## src/rtl/mod_mul_arbiter.sv

```systemverilog
// Round-robin front end that shares one pipelined Mod_mul between two requesters.
// Each issued product carries an owner tag so its result returns to the right port.
module mod_mul_arbiter #(
  parameter int unsigned W       = 12,
  parameter int unsigned Q       = 3329,
  parameter int unsigned MUL_LAT = 3
) (
  input  logic         clk,
  input  logic         r,
  input  logic         req0_valid,
  output logic         req0_ready,
  input  logic [W-1:0] req0_a,
  input  logic [W-1:0] req0_b,
  input  logic         req1_valid,
  output logic         req1_ready,
  input  logic [W-1:0] req1_a,
  input  logic [W-1:0] req1_b,
  output logic         rsp0_valid,
  output logic         rsp1_valid,
  output logic [W-1:0] rsp_data,
  output logic         mul_valid_in,
  output logic [W-1:0] mul_a,
  output logic [W-1:0] mul_b,
  input  logic         mul_valid_out,
  input  logic [W-1:0] mul_out,
  output logic         busy,
  output logic         tag_err
);

  localparam logic [W-1:0] QW = W'(Q);

  function automatic logic [W-1:0] reduce(input logic [W-1:0] x);
    return (x >= QW) ? x - QW : x;
  endfunction

  logic         last_q, last_d;
  logic         mul_valid_in_q, mul_valid_in_d;
  logic [W-1:0] mul_a_q, mul_a_d;
  logic [W-1:0] mul_b_q, mul_b_d;
  logic [MUL_LAT:0] tag_v_q, tag_v_d;
  logic [MUL_LAT:0] tag_o_q, tag_o_d;
  logic         rsp0_q, rsp0_d;
  logic         rsp1_q, rsp1_d;
  logic [W-1:0] rsp_data_q, rsp_data_d;
  logic         tag_err_q, tag_err_d;

  logic gnt0, gnt1, acc, owner, head_v, head_o;

  // last_q holds the most recent grant; a tie goes to the other requester.
  always_comb begin
    gnt0 = 1'b0;
    gnt1 = 1'b0;
    if (req0_valid && req1_valid) begin
      if (last_q) gnt0 = 1'b1;
      else        gnt1 = 1'b1;
    end else if (req0_valid) begin
      gnt0 = 1'b1;
    end else if (req1_valid) begin
      gnt1 = 1'b1;
    end
    req0_ready = gnt0 & r;
    req1_ready = gnt1 & r;
    acc        = req0_ready | req1_ready;
    owner      = req1_ready;
  end

  // Tag stage 0 is aligned with mul_valid_in, so the head lines up with mul_valid_out.
  assign head_v = tag_v_q[MUL_LAT];
  assign head_o = tag_o_q[MUL_LAT];

  always_comb begin
    last_d         = acc ? owner : last_q;
    mul_valid_in_d = acc;
    mul_a_d        = mul_a_q;
    mul_b_d        = mul_b_q;
    if (acc) begin
      mul_a_d = reduce(owner ? req1_a : req0_a);
      mul_b_d = reduce(owner ? req1_b : req0_b);
    end
    tag_v_d    = {tag_v_q[MUL_LAT-1:0], acc};
    tag_o_d    = {tag_o_q[MUL_LAT-1:0], owner};
    rsp0_d     = 1'b0;
    rsp1_d     = 1'b0;
    rsp_data_d = rsp_data_q;
    tag_err_d  = tag_err_q;
    if (mul_valid_out != head_v) begin
      tag_err_d = 1'b1;
    end else if (head_v) begin
      rsp_data_d = mul_out;
      rsp0_d     = ~head_o;
      rsp1_d     = head_o;
    end
  end

  always_ff @(posedge clk or negedge r) begin
    if (!r) begin
      last_q         <= 1'b1;
      mul_valid_in_q <= 1'b0;
      mul_a_q        <= '0;
      mul_b_q        <= '0;
      tag_v_q        <= '0;
      tag_o_q        <= '0;
      rsp0_q         <= 1'b0;
      rsp1_q         <= 1'b0;
      rsp_data_q     <= '0;
      tag_err_q      <= 1'b0;
    end else begin
      last_q         <= last_d;
      mul_valid_in_q <= mul_valid_in_d;
      mul_a_q        <= mul_a_d;
      mul_b_q        <= mul_b_d;
      tag_v_q        <= tag_v_d;
      tag_o_q        <= tag_o_d;
      rsp0_q         <= rsp0_d;
      rsp1_q         <= rsp1_d;
      rsp_data_q     <= rsp_data_d;
      tag_err_q      <= tag_err_d;
    end
  end

  assign mul_valid_in = mul_valid_in_q;
  assign mul_a        = mul_a_q;
  assign mul_b        = mul_b_q;
  assign rsp0_valid   = rsp0_q;
  assign rsp1_valid   = rsp1_q;
  assign rsp_data     = rsp_data_q;
  assign tag_err      = tag_err_q;
  assign busy         = mul_valid_in_q | (|tag_v_q) | rsp0_q | rsp1_q;

endmodule

```

## config.mk

```make
export PLATFORM = sky130hd
export DESIGN_NAME = mod_mul_arbiter
export DESIGN_NICKNAME = d
export VERILOG_FILES = /design/src/rtl/mod_mul_arbiter.sv
export SDC_FILE = /design/constraint.sdc
export NUM_CORES = 1
export LEC_CHECK = 0
export BUFFER_PORTS_ARGS = -buffer_cell sky130_fd_sc_hd__buf_2
export CORE_MARGIN = 2
export CORE_UTILIZATION = 36
export CTS_CLUSTER_SIZE = 8
export DETAILED_ROUTE_END_ITERATION = 8
export SLEW_MARGIN = 30
export SYNTH_ARGS = -nofsm -noshare
export SYNTH_HDL_FRONTEND = slang
export SYNTH_SLANG_ARGS = --single-unit
```

## constraint.sdc

```tcl
create_clock -name clk -period 9.3 [get_ports clk]
set_input_delay 0 -clock clk [delete_from_list [all_inputs] [get_ports clk]]
set_output_delay 0 -clock clk [all_outputs]
set_load 0.01 [all_outputs]
```

==> results of run 1 <==
## critical path, delay by kind of cell
| kind | cells | cell delay, ns |
|---|---|---|
| mux | 1 | 0.45 |
| simple gates | 6 | 2.16 |
| buf+inv | 3 | 1.14 |
| fa+ha+maj | 1 | 0.24 |
| compound gates | 2 | 0.40 |
## logic make-up (layout without fill, tap and decap cells)
family | after synthesis | count (layout)
flip-flops | 48 | 48
XOR/XNOR | 5 | 5
multiplexers | 35 | 35
adder cells (fa/ha/maj) | 5 | 5
buffers and inverters | 24 | 138
AND/OR/NAND/NOR | 110 | 110
AO/OA/AOI/OAI | 78 | 78
## sequential cells by signal (all words and copies together), names as in the netlist
signal      count
last_q          1
tag_v_q         4
mul_a          12
tag_err         1
rsp1_valid      1
rsp0_valid      1
mul_b          12
rsp_data       12
tag_o_q         4
## layout by cell type, fill, tap and decap left out, types with 4 or more instances in the layout
cell type / synthesis / final
ha_1: 5 / 5
mux2_2: 15 / 15
nand3_1: 10 / 10
dlygate4sd3_1: 0 / 13
nor2_1: 13 / 13
o21ai_0: 24 / 23
dfrtp_1: 47 / 47
or3_1: 4 / 4
a221o_1: 4 / 4
nor3_1: 16 / 16
o22ai_1: 4 / 4
a31oi_1: 4 / 4
inv_1: 8 / 8
buf_2: 2 / 107
or4_1: 4 / 4
a21oi_1: 8 / 8
mux2i_1: 19 / 19
nand2_1: 34 / 34
clkbuf_8: 1 / 5
o31ai_1: 4 / 4
## worst min path at each step
stage                              from  slack [ns]          to  cells after the start
final                     mul_valid_out        0.04  rsp0_valid                      3
after global routing      mul_valid_out        0.04  rsp0_valid                      3
after CTS                 mul_valid_out        0.02  rsp0_valid                      3
after detailed placement              r        0.17     tag_err                      2
after global placement                r        0.17    mul_a[8]                      2
after floorplan                       r       -0.30    mul_a[0]                      0
## timing repair
| action | in CTS | in global routing |
|---|---|---|
| hold buffers | 13 | 0 |
| hold endpoints to repair | 59 | 0 |
| buffers inserted | 0 | 0 |
## through the flow
| step | std cells | util | instance area, µm² | total power [mW] |
|---|---|---|---|---|
| finish | 524 | 0.471 | 3850 | 0.587 |
| global route | 524 | 0.471 | 3850 | 0.622 |
| CTS | 524 | 0.471 | 3850 | 0.594 |
| detailed placement | 504 | 0.439 | 3590 | 0.412 |
| global placement | 504 | 0.439 | 3590 | 0.410 |
| floorplan | 305 | - | 3010 | 0.345 |
## routing by layer
| metal | global-route usage | share of wire |
|---|---|---|
| met2 | 0.319 | 0.46 |
| met3 | 0.0348 | 0.072 |
| met4 | 0.0714 | 0.017 |
| met5 | 0 | 0 |
| met1 | 0.244 | 0.45 |
## power by group through the flow
stage	registers (mW)	clock network [mW]	logic, mW
2_1_floorplan	0.268	0	0.0766
3_3_place_gp	0.256	0	0.154
3_5_place_dp	0.256	0	0.156
4_1_cts	0.252	0.181	0.160
5_1_grt	0.256	0.189	0.177
6_report	0.252	0.175	0.159
## cell type report
class	instances	area, µm²
Clock buffer	5	68.8
Clock inverter	2	60.1
Fill cell	767	4330
Inverter	9	38.8
Multi-Input combinational cell	233	1670
Sequential cell	48	1200
Tap cell	105	131
Timing Repair Buffer	122	681
==> impl_metrics.yaml, run 1 <==
run_status:
  outcome: "completed"
timing:
  slew_headroom: 0.472
  fin_crit_ns: 4.24
  finalHoldWorstSlack_ns: 0.0354
  slew_violations: 0
  worst_clk_skew_ns: 0.0113
  worst_slack_ns: 5.06
  rsz0062_at_grt: "false"
  layout_worst_path_cycle_share: 0.455
  fin_tns_setup_ns: 0
  finalSetupViolCount: 0
  tightestPinTransition_ns: 0.789
  timing.final.hold_violations: 0
  achievable-frequency_mhz: 236
power_and_ir_drop:
  combPwrFrac: 0.272
  cellInternalPower_mw: 0.414
  static-leakage-power_nw: 1.80
  p_sw_frac: 0.294
  clkPwrFrac: 0.298
  power_spent_charging_and_discharging_nets_mw: 0.173
  share_seq_of_total_power: 0.430
  pd_cells_mw_per_mm2: 152
  max-vdd-ir-drop_mv: 0.0686
floorplanning:
  boundaryPins: 108
  die_height_um: 95.4
  die-area_mm2: 0.00910
  initial_core_util: 0.368
  std_cell_rows: 33
  core-area_mm2: 0.00818
  fp.dieW_um: 95.4
yosys:
  ys_top_cells_by_area: "dfrtp_1 (39%), mux2i_1 (6.3%), mux2_2 (5.6%)"
  syn_area_per_cell_um2: 9.86
  yosys-mux-area-fraction: 0.127
  synth.cell_area_mm2: 0.00301
  synth_area_leader_cell: "dfrtp_1"
  synth.yosys.seq_area_share: 0.400
  synth_nets: 375
  yosysTopAreaCellShare: 0.391
  synth-edff-count: 0
  synth_most_common_cell: "dfrtp_1"
  synth_top_family_by_area: "simple AND/OR/NAND/NOR gates"
  ys_types: 71
  yosys_most_used_dff: "dfrtp_1"
  yosys.area_share.simple: 0.199
  syn-instance-count: 305
  yosysWarnings: 0
  synthesized_area_fraction_occupied_by_ao_oa_aoi_and_oai_cells: 0.189
  synth_adder_area_share: 0.0208
  postSynth.asyncResetShare: 1.00
  synth_xor_area_frac: 0.0146
  synth_seq_cells: 48
  most_frequent_cells_after_synthesis: "dfrtp_1 (47), nand2_1 (34), o21ai_0 (24)"
drt:
  vias_per_cell: 5.49
  detail_route.drc_violations: 0
  route.antenna.remaining_nets: 0
  detail_route.iter0.violations: 93
  postRouteWirelength_um: 8430
  num_vias: 2876
  routed_wire_length_per_instance_um: 16.1
  dr.pass1.iters: 4
critical_path:
  cpMaxStageDelayCell: "or4b_2"
  ff2ff_setup_slack_ns: 5.55
  critical_path_peak_fanout: 52
  crit_path_max_incr_delay_ns: 0.60
  critPathCapture: "mul_a[1]"
  arrival_worst_endpoint_ns: 4.42
  r2r_start: "last_q"
  timing.rr.end: "mul_a[1]"
  critical_path.cell_chain: "dlygate4sd3_1, buf_2, buf_4, and2_1, nand2_2, mux2i_1, ha_1, or4b_2, nand4_1, o22ai_1, nor2_2, nor3_1, a221o_1"
  reg2reg_depth: 10
  worstSetupStartpointType: "input port"
  cp-startpoint: "r"
  required_time_at_the_worst_slack_endpoint_ns: 9.48
  worstSetupEndpointType: "flop"
  criticalPathCategory: "input port to flop"
clock_network:
  cts.sink_count: 48
  postCtsResizedCells: 0
  cts_max_level: 2
  tritoncts: "yes"
  clk_slew_on_worst_s_h_paths_ns: 0.08
  clock_insertion_delay_at_the_later_pin_of_the_skew_report_ns: 0.30
  clock-root-buffer: "clkbuf_8"
  cts_inserted_buffers: 5
  cts.path.max_buffers: 2
global_route:
  initial_antenna_violation_count: 0
  first_global_vias: 2816
  wire_length_of_the_first_global_routing_pass_um: 13400
  maximum_number_of_pins_on_one_net_before_global_route_repair: 53
  grt_util_all_layers: 0.190
  grt.overflow.total: 0
final_layout:
  layout_cell_share_with_drive_strength_beyond_1: 0.360
  insertedDiodeCount: 0
  nNetsFinal: 489
  syn_to_final_growth_pct: 28.0
placed_design:
  place_ws_ns: 5.27
  placement.io_buffers: 107
  globalplace.congestion: 0.903
  dp_hpwl_um: 6100
worst_hold_path:
  worstHoldPathType: "input port to flop"
flow_run:
  cap_violations: 0
No activity file was read; power rests on OpenSTA's default activity.
==> run 2: changes to the inputs <==
--- a/config.mk
+++ b/config.mk
@@ -5,6 +5,7 @@
 export SDC_FILE = /design/constraint.sdc
 export NUM_CORES = 1
 export LEC_CHECK = 0
+export ABC_AREA = 1
 export BUFFER_PORTS_ARGS = -buffer_cell sky130_fd_sc_hd__buf_2
 export CORE_MARGIN = 2
 export CORE_UTILIZATION = 36
==> constraint.sdc (replaced) <==
create_clock -name clk -period 3.5 [get_ports clk]
set_input_delay 0 -clock clk [delete_from_list [all_inputs] [get_ports clk]]
set_output_delay 0 -clock clk [all_outputs]
set_load 0.01 [all_outputs]
==> run 2 against run 1 <==
Compared with the run above:
- clock skew fell by 0.0015 ns
- wire length fell by 4.5%
- sequential power rose to 2.9 times the previous value
- final cell count rose by 21%
- worst hold slack got worse by 0.015 ns
- power rose to 3.1 times the previous value
- via count rose by 1.7%
- largest power group unchanged
- highest routed layer unchanged
==> impl_metrics.yaml, run 2 <==
final_layout:
  layout.filler_cells: 881
  nNetsFinal: 597
  finalInstanceArea_mm2: 0.00393
  layout_cell_share_with_drive_strength_beyond_1: 0.328
  multiInputGateArea_mm2: 0.00160
  layout_commonest_cell: "nand2_1"
  seqCellArea_mm2: 0.00120
  layout_common_cells: "nand2_1 (170), buf_2 (107), dfrtp_1 (47)"
  layoutNonFillerInstCount: 633
  syn_to_final_growth_pct: 27.0
  insertedDiodeCount: 0
  finish.utilization: 0.474
timing:
  slew_violations: 0
  fin_tns_setup_ns: 0
  rsz0062_at_grt: "false"
  worst_slack_ns: 0.493
  timing.final.hold_violations: 0
  finalSetupViolCount: 0
  fin_crit_ns: 3.01
  tightestPinTransition_ns: 0.659
  layout_worst_path_cycle_share: 0.859
  worst_clk_skew_ns: 0.00981
  achievable-frequency_mhz: 333
  slew_headroom: 0.561
drt:
  detail_route.iter0.violations: 132
  num_vias: 2925
  detail_route.drc_violations: 0
  dr.pass1.iters: 4
  routed_wire_length_per_instance_um: 12.7
  postRouteWirelength_um: 8060
  route.antenna.remaining_nets: 0
  vias_per_cell: 4.62
yosys:
  most_frequent_cells_after_synthesis: "nand2_1 (170), dfrtp_1 (47), inv_1 (45)"
  syn_area_per_cell_um2: 7.50
  synth_most_common_cell: "nand2_1"
  yosys.area_share.simple: 0.385
  yosysWarnings: 0
  synth_seq_cells: 48
  synth_nets: 483
  yosys_most_used_dff: "dfrtp_1"
  synthesized_area_fraction_occupied_by_ao_oa_aoi_and_oai_cells: 0.0412
  synth_adder_area_share: 0.0202
  synth-edff-count: 0
  ys_types: 36
  synth_xor_area_frac: 0.0254
  synth_top_family_by_area: "simple AND/OR/NAND/NOR gates"
  ys_top_cells_by_area: "dfrtp_1 (38%), nand2_1 (21%), inv_1 (5.5%)"
  synth.cell_area_mm2: 0.00310
  yosys-mux-area-fraction: 0.0436
  postSynth.asyncResetShare: 1.00
  syn-instance-count: 413
  synth_area_leader_cell: "dfrtp_1"
  synth.yosys.seq_area_share: 0.388
  yosysTopAreaCellShare: 0.380
worst_hold_path:
  holdPathEnd: "rsp1_valid"
  worstHoldPathType: "input port to flop"
  hold_depth: 3
  worst_hold_startpoint: "mul_valid_out"
floorplanning:
  initial_core_util: 0.373
  die-area_mm2: 0.00936
  die_height_um: 96.8
  fp.dieW_um: 96.8
  std_cell_rows: 33
  boundaryPins: 108
  core-area_mm2: 0.00830
clock_network:
  cts.path.max_buffers: 2
  clock_insertion_delay_at_the_later_pin_of_the_skew_report_ns: 0.30
  cts_inserted_buffers: 5
  postCtsResizedCells: 0
  clock-root-buffer: "clkbuf_8"
  clk_slew_on_worst_s_h_paths_ns: 0.10
  tritoncts: "yes"
  cts_max_level: 2
  cts.sink_count: 48
critical_path:
  critical_path_peak_fanout: 24
  timing.rr.end: "mul_a[8]"
  arrival_worst_endpoint_ns: 3.21
  worstSetupEndpointType: "flop"
  ff2ff_setup_slack_ns: 0.49
  required_time_at_the_worst_slack_endpoint_ns: 3.70
  reg2reg_depth: 14
  r2r_start: "last_q"
  worstSetupStartpointType: "flop"
  criticalPathCategory: "flop to flop"
global_route:
  maximum_number_of_pins_on_one_net_before_global_route_repair: 50
  grt_util_all_layers: 0.177
  initial_antenna_violation_count: 0
  grt.overflow.total: 0
  wire_length_of_the_first_global_routing_pass_um: 13900
  first_global_vias: 2952
placed_design:
  globalplace.congestion: 0.851
  place_ws_ns: 0.506
  place_area_mm2: 0.00367
  placement.io_buffers: 107
  dp_hpwl_um: 6140
  placedCellCount: 612
power_and_ir_drop:
  static-leakage-power_nw: 2.21
  max-vdd-ir-drop_mv: 0.176
  pd_cells_mw_per_mm2: 458
flow_run:
  cap_violations: 0
run_status:
  outcome: "completed"
## run 2: cell count changes after synthesis, sizes merged, moves of 11 or more
cell / previous run / this run
mux2i: 20 / 0
nand3: 10 / 26
nand2: 35 / 188
nor3: 16 / 0
inv: 8 / 47
o21ai: 24 / 13
## run 2: through the flow
step	total power, mW	hold WS (ns)
3_3_place_gp	1.32	0.225
4_1_cts	1.83	0.0131
5_1_grt	1.93	0.0282
6_report	1.80	0.0203
2_1_floorplan	1.11	-0.296
3_5_place_dp	1.33	0.223
## run 2: timing repair
action	in CTS	in global routing
setup buffers	0	0
endpoints found under the setup margin	0	0
hold endpoints to repair	59	0
hold buffers	13	0
## run 2: cells by family after synthesis
logic type | count (synthesis)
compound gates | 19
mux | 12
buf+inv | 63
fa+ha+maj | 5
simple gates | 257
flops | 48
xor+xnor | 9
## run 2: worst max-delay path, cell delays in order (launching register included)
cell and delay, ns:
dfstp_2 0.56, nand2_1 0.25, nand2_2 0.45, nand2_1 0.12
nand2_2 0.16, ha_1 0.19, inv_1 0.08, nor2_4 0.15
nand2_1 0.06, nand2_1 0.28, nand3_2 0.29, nand2_1 0.14
nand2_1 0.06, nand2_1 0.05, nand2_1 0.05
## run 2: cell type report
class                      instances  share of cell area
inverter                          47              0.0448
clock buffer                       5              0.0175
tap                              105              0.0334
timing repair buffer             123               0.175
clock inverter                     3              0.0175
sequential                        48               0.306
multi-input combinational        302               0.406
## run 2: per-layer routing
layer | wire length (µm) | share of wire | track usage | vias to the layer above
li1 | - | - | - | 1503
met1 | 3950 | 0.49 | 0.250 | 1325
met2 | 3670 | 0.45 | 0.291 | 93
met3 | 394 | 0.049 | 0.0267 | 4
met4 | 46 | 0.0057 | 0.0303 | 0
met5 | 0 | 0 | 0 | -
## run 2: how the worst max path moves through the flow
stage / from / slack [ns] / cells after the start / to
floorplan: last_q / 1.27 / 17 / mul_b[9]
global placement: last_q / 0.58 / 14 / mul_a[8]
detailed placement: last_q / 0.51 / 14 / mul_a[6]
CTS: last_q / 0.47 / 14 / mul_a[8]
global route: last_q / 0.03 / 14 / mul_a[9]
finish: last_q / 0.49 / 14 / mul_a[8]
## run 2: where the power goes
part / internal, mW / leakage (nW) / switching [mW]
registers: 0.671 / 0.587 / 0.0587
logic: 0.245 / 1.56 / 0.347
clock network: 0.288 / 0.0687 / 0.194
total: 1.20 / 2.21 / 0.600
